`src/rtl/falling_edge_pulse_gen.sv`:
```
// Trigger strobes become active-low pulses on dout. Each pulse has a programmable low width,
// followed by a minimum high gap. Strobes that arrive during a pulse are queued and replayed.
module falling_edge_pulse_gen #(
  parameter int unsigned CNT_BITS  = 8,
  parameter int unsigned PEND_BITS = 4
) (
  input  logic                 clk,
  input  logic                 rst,
  input  logic                 trig,
  input  logic [CNT_BITS-1:0]  low_len,
  input  logic [CNT_BITS-1:0]  gap_len,
  input  logic                 ovf_clr,
  output logic                 dout,
  output logic                 done,
  output logic                 busy,
  output logic [PEND_BITS-1:0] pending,
  output logic                 ovf
);

  typedef enum logic [1:0] {
    IDLE = 2'd0,
    LOW  = 2'd1,
    GAP  = 2'd2
  } state_t;

  state_t               state_q, state_d;
  logic [CNT_BITS-1:0]  cnt_q, cnt_d;
  logic [PEND_BITS-1:0] pend_q, pend_d;
  logic                 ovf_q, ovf_d;
  logic                 done_q, done_d;

  logic                 req_avail;
  logic                 start;
  logic [CNT_BITS-1:0]  low_load;
  logic [CNT_BITS-1:0]  gap_load;

  always_comb begin
    low_load  = (low_len == '0) ? '0 : low_len - 1'b1;
    gap_load  = (gap_len == '0) ? '0 : gap_len - 1'b1;
    req_avail = trig || (pend_q != '0);
    start     = req_avail && ((state_q == IDLE) || (state_q == GAP && cnt_q == '0));
  end

  always_comb begin
    state_d = state_q;
    cnt_d   = cnt_q;
    done_d  = 1'b0;
    unique case (state_q)
      IDLE: begin
        if (start) begin
          state_d = LOW;
          cnt_d   = low_load;
        end
      end
      LOW: begin
        if (cnt_q == '0) begin
          state_d = GAP;
          cnt_d   = gap_load;
          done_d  = 1'b1;
        end else begin
          cnt_d = cnt_q - 1'b1;
        end
      end
      GAP: begin
        if (cnt_q == '0) begin
          if (start) begin
            state_d = LOW;
            cnt_d   = low_load;
          end else begin
            state_d = IDLE;
          end
        end else begin
          cnt_d = cnt_q - 1'b1;
        end
      end
      default: begin
        state_d = IDLE;
        cnt_d   = '0;
      end
    endcase
  end

  // A start with an empty queue consumes trig directly; otherwise the head is dequeued and
  // a concurrent trig takes its place.
  always_comb begin
    pend_d = pend_q;
    ovf_d  = ovf_q;
    if (ovf_clr) begin
      ovf_d = 1'b0;
    end
    if (start) begin
      if (pend_q != '0 && !trig) begin
        pend_d = pend_q - 1'b1;
      end
    end else if (trig) begin
      if (pend_q == '1) begin
        ovf_d = 1'b1;
      end else begin
        pend_d = pend_q + 1'b1;
      end
    end
  end

  always_ff @(posedge clk) begin
    if (rst) begin
      state_q <= IDLE;
      cnt_q   <= '0;
      pend_q  <= '0;
      ovf_q   <= 1'b0;
      done_q  <= 1'b0;
    end else begin
      state_q <= state_d;
      cnt_q   <= cnt_d;
      pend_q  <= pend_d;
      ovf_q   <= ovf_d;
      done_q  <= done_d;
    end
  end

  always_comb begin
    dout    = (state_q != LOW);
    done    = done_q;
    busy    = (state_q != IDLE) || (pend_q != '0);
    pending = pend_q;
    ovf     = ovf_q;
  end

endmodule

```
`config.mk`:
```
export PLATFORM = sky130hd
export DESIGN_NAME = falling_edge_pulse_gen
export DESIGN_NICKNAME = d
export VERILOG_FILES = /design/src/rtl/falling_edge_pulse_gen.sv
export SDC_FILE = /design/constraint.sdc
export NUM_CORES = 1
export LEC_CHECK = 0
export BUFFER_PORTS_ARGS = -buffer_cell sky130_fd_sc_hd__clkbuf_2
export CAP_MARGIN = 10
export CORE_ASPECT_RATIO = 1.75
export CORE_UTILIZATION = 46
export CTS_BUF_LIST = sky130_fd_sc_hd__clkbuf_8
export DETAILED_ROUTE_END_ITERATION = 10
export GPL_ROUTABILITY_DRIVEN = 0
export PLACE_DENSITY = 0.72
export SLEW_MARGIN = 20
export SYNTH_ARGS = -nofsm -noshare
export SYNTH_HDL_FRONTEND = slang
export SYNTH_SLANG_ARGS = --single-unit
```
`constraint.sdc`:
```
create_clock -name clk -period 2.9 [get_ports clk]
set_input_delay 0.58 -clock clk [delete_from_list [all_inputs] [get_ports clk]]
set_output_delay 0.58 -clock clk [all_outputs]
set_load 0.1 [all_outputs]
```
### Word level (Yosys, flattened, before mapping)

Index checks and enable logic that the tools add are counted.

* flip-flop bits (word level): 16
* input port bits: 20
* word-level logic and storage cells: 57

* add/sub/neg operators: 5
* eq/ne operators: 9
* multiplexer cells: 20
* bitwise logic cells: 1
* reduce and logical (&&, ||, !) cells: 17

Operators with widths (number)
* $mux W8: 5
* $logic_not A8 Y1: 3
* $pmux W8 S3: 1
* $sub A8 B1 Y8 const B: 3
* $mux W4: 4
* $mux W1: 6
* $mux W2: 3
* $ne A2 B1 Y1 const B: 3
* $ne A2 B2 Y1 const B: 3
* $pmux W2 S3: 1
* $reduce_and A3 Y1: 2
* $add A4 B1 Y4 const B: 1
* $eq A4 B4 Y1 const B: 1
* $reduce_bool A2 Y1: 2
* $reduce_bool A4 Y1: 1
* $sub A4 B1 Y4 const B: 1
* $logic_and A1 B1 Y1: 3
* $logic_or A1 B1 Y1: 3
* $eq A2 B1 Y1 const B: 1
* $eq A2 B2 Y1 const B: 1
* $logic_not A2 Y1: 1
* $reduce_or A2 Y1: 1
* $logic_not A1 Y1: 1
* $not A1 Y1: 1

### Depth between registers and ports, before layout

* word-level depth: 7
* depth in mapped cells: 11
* depth with buffers taken out: 11

### Worst setup path before layout

OpenSTA, ideal clock, no wires.

* kind: reg2reg
* start point: reg pend_q[0] (netlist: pending[0])
* end point: reg pend_q[3] (netlist: pending[3])
* arrival: 2.803 ns
* path slack: -0.032 ns
* cell stages (with the launch flop): 10
* buffers on the path: 0
* clock period less this slack: 2.932 ns
* path through: dfxtp_1 > or4_1 > nor2_2 > nor2_1 > ha_1 > a21o_1 > a21o_1 > nor4_1 > o21ai_0 > nor3b_1

* longest elaborated chain between the ends: 5
* elaborated cells on any way between the ends: 15

RTL lines
* start, declared: RTL line 28 `logic [PEND_BITS-1:0] pend_q, pend_d;`
* start signal, assigned: RTL line 114 `pend_q <= pend_d;`
* parallel branches: the longest is 5 deep, another holds $add A4 B1 Y4

Parallel ways; which one is timed is not known. The select of a mux whose other input is x is not followed.
A chain may end at the register's enable or synchronous reset.

### Final worst setup path

* start point: reg pend_q[3] (netlist: pending[3])
* end point: reg pend_q[3] (netlist: pending[3])

Same word-level chain as after synthesis.

==> summary.txt <==
Reg area: 321.6 um2
Hold-fix buffers, CTS: 0
Crit path kind: reg2reg
Starting DRT DRC Count: 42
Average size of a mapped cell: 8.284 um2
Number of synthesized flops with an enable pin: 0
# diodes: 0
Sequential-to-total area share from yosys stat: 24.02%
Fin cells: 218
First-pass GRT wire length: 5.685 mm
Crit path max fanout: 6
CTS Buf Count: 3
Wire per inst: 15.73 um
Peak Freq: 0.3765 GHz
Worst Path Buf+Inv: 0
Vias in the first global route: 1347
Min cycle time layout: 2.656 ns
PwrDens: 1190 nW/um2
Max-Slew Margin vs Limit: 57.09%
Area of the multi-input gates: 984.7 um2
Core Util, Final: 57.75%
Drt pass-1 iters: 4
Total routed wirelength: 3.429 mm
Die span in x: 42.71 um
Placed Cells: 214
DP HPWL: 2.685 mm
Antenna-violating nets left: 0
Reg2reg end: pending[3]
Root Driver: clkbuf_8
Total power: 1.870 mW
Setup violators final: 0
Clock Sinks: 16
Core Box Area: 2721 um2
FF-to-FF path depth: 9
Slew @ Worst Pin: 0.6377 ns
Clock-pin transition on the worst setup and hold timing paths: 0.07 ns
Worst-skew pair later-pin latency: 0.26 ns
Routed vias/inst: 6.092
FP Rows: 25
Total GRT Usage: 23.54%
Asr flop ratio synth: 0%
Setup crit start kind: flip-flop
Commonest non-fill, non-tap cells in the layout: nor2_1, clkbuf_2, xnor2_1, dfxtp_1, inv_1
Status: finished, final reports clean
Max stage delay on crit path: 0.62 ns
Critical R2R Launch: pending[3]
Worst setup endpoint: pending[3]
CTS max path bufs: 2
Post-layout nets: 221
Vias post-DR: 1328
Area Overhead vs Synth: 17.82%
Htree depth: 1
Overflow left after global routing: 0
Boundary pin count: 28
Synthesis-stage register bit count: 16
CP most frequent cell: a21o_1
WP data required: 3.08 ns
Most common cell after layout, fill and taps aside: nor2_1
Crit path max-delay family: simple AND/OR/NAND/NOR gates
Crit-path slowest cell: or4_1
Filler cells: 259
Mapped Cells: 161
Netlist Area Pre-Place: 1334 um2
Fin. max-slew vios: 0
Worst min-delay path class: reg2reg
Syn. warnings: 0
Largest net degree at the start of global routing: 11
I/O Buffers: 27
Setup slack, reg-to-reg: 0.24 ns
Antenna violations before repair: 0
LEAKAGE: 0.6621 nW
RSZ-0062 raised after global routing: false
Yosys cell types: 41
Syn nets: 190
CTS tree: built
DRC violations left: 0
Die ar.: 3127 um2
Critical path depth: 9
Crit end category: flip-flop
Min Hold Slack: 0.4884 ns
Worst Path Arrival: 2.84 ns
Hold violation count in the final report: 0
Setup TNS: 0 ns
Layout cells sized above 1: 23.56%
Initial Util: 49.01%
Max-cap viol count: 0
Final Skew: 0.003967 ns
DIE HEIGHT: 73.23 um
Worst path cell trace: or4_1 > nor2_2 > nor2_1 > ha_1 > a21o_1 > a21o_1 > and4_1 > o21ai_0 > nor3b_1
Peak VDD IR: 0.6233 mV
Ys flop type: dfxtp_1
Crit share post-route: 91.60%
Crit path launch: pending[3]
## registers in the layout, summed over array words and instances, names as in the netlist
signal and cells:
state_q 2, done 1, pending 4, cnt_q 8
ovf 1
## synth_stat cells, drive strengths merged (4+ instances only)
master,count,area (um2)
nor3,7,35.03
nor2,31,118.9
nor4,4,40.04
inv,9,33.78
xnor2,16,140.1
xor2,4,35.03
dfxtp,16,320.3
nand2,8,30.03
a221oi,4,35.03
nor3b,4,30.03
a21oi,8,43.79
nand2b,4,25.02
a2bb2oi,4,35.03
ha,8,100.1
## metrics by stage
step	setup WS (ns)	instance area, um2
detailed placement	0.1784	1504
global placement	0.3801	1504
global route	0.04534	1572
finish	0.2437	1572
CTS	0.1642	1559
floorplan	0.003362	1335
## layout make-up
type	instances	share of cell area (%)
clock buffers	4	3.503
inverters	9	2.150
multi-input cells	134	62.66
flip-flops and latches	16	20.46
well taps	27	2.150
repair buffers	28	9.076
## cell families after synthesis
| family | synth area share (%) |
|---|---|
| compound gates | 19.79 |
| xor+xnor | 13.13 |
| fa+ha+maj | 9.006 |
| buf+inv | 3.095 |
| flops | 24.02 |
| mux | 3.283 |
| simple gates | 27.67 |
## report_power, final
part | switching, mW | total (mW) | internal [mW]
logic | 0.791 | 1.26 | 0.465
registers | 0.116 | 0.409 | 0.293
clock network | 0.0834 | 0.204 | 0.121
## metal layers
metal	share of wire (%)	vias up	GRT usage (%)
met4	4.3	0	12.50
met3	3.0	16	2.970
met5	0	-	0
met1	35	625	21.97
li1	-	640	-
met2	58	47	46.80
## what timing repair did
item                       in CTS  in global routing
gates resized for setup         0                  2
setup endpoints to repair       0                  1
buffers inserted                0                  0
## worst min-delay path by stage
stage | cells after the start | from | end
5_1_grt | 2 | ovf | ovf
3_3_place_gp | 2 | ovf | ovf
6_report | 2 | ovf | ovf
4_1_cts | 2 | ovf | ovf
3_5_place_dp | 2 | ovf | ovf
2_1_floorplan | 2 | state_q[1] | state_q[1]
## worst register-to-register path: stages, from the launching register on
cell     delay, ns
dfxtp_1       0.35
or4_1         0.62
nor2_2        0.27
nor2_1        0.15
ha_1          0.29
a21o_1        0.18
a21o_1        0.20
and4_1        0.22
o21ai_0       0.13
nor3b_1       0.17
No activity file was read; power rests on OpenSTA's default activity.
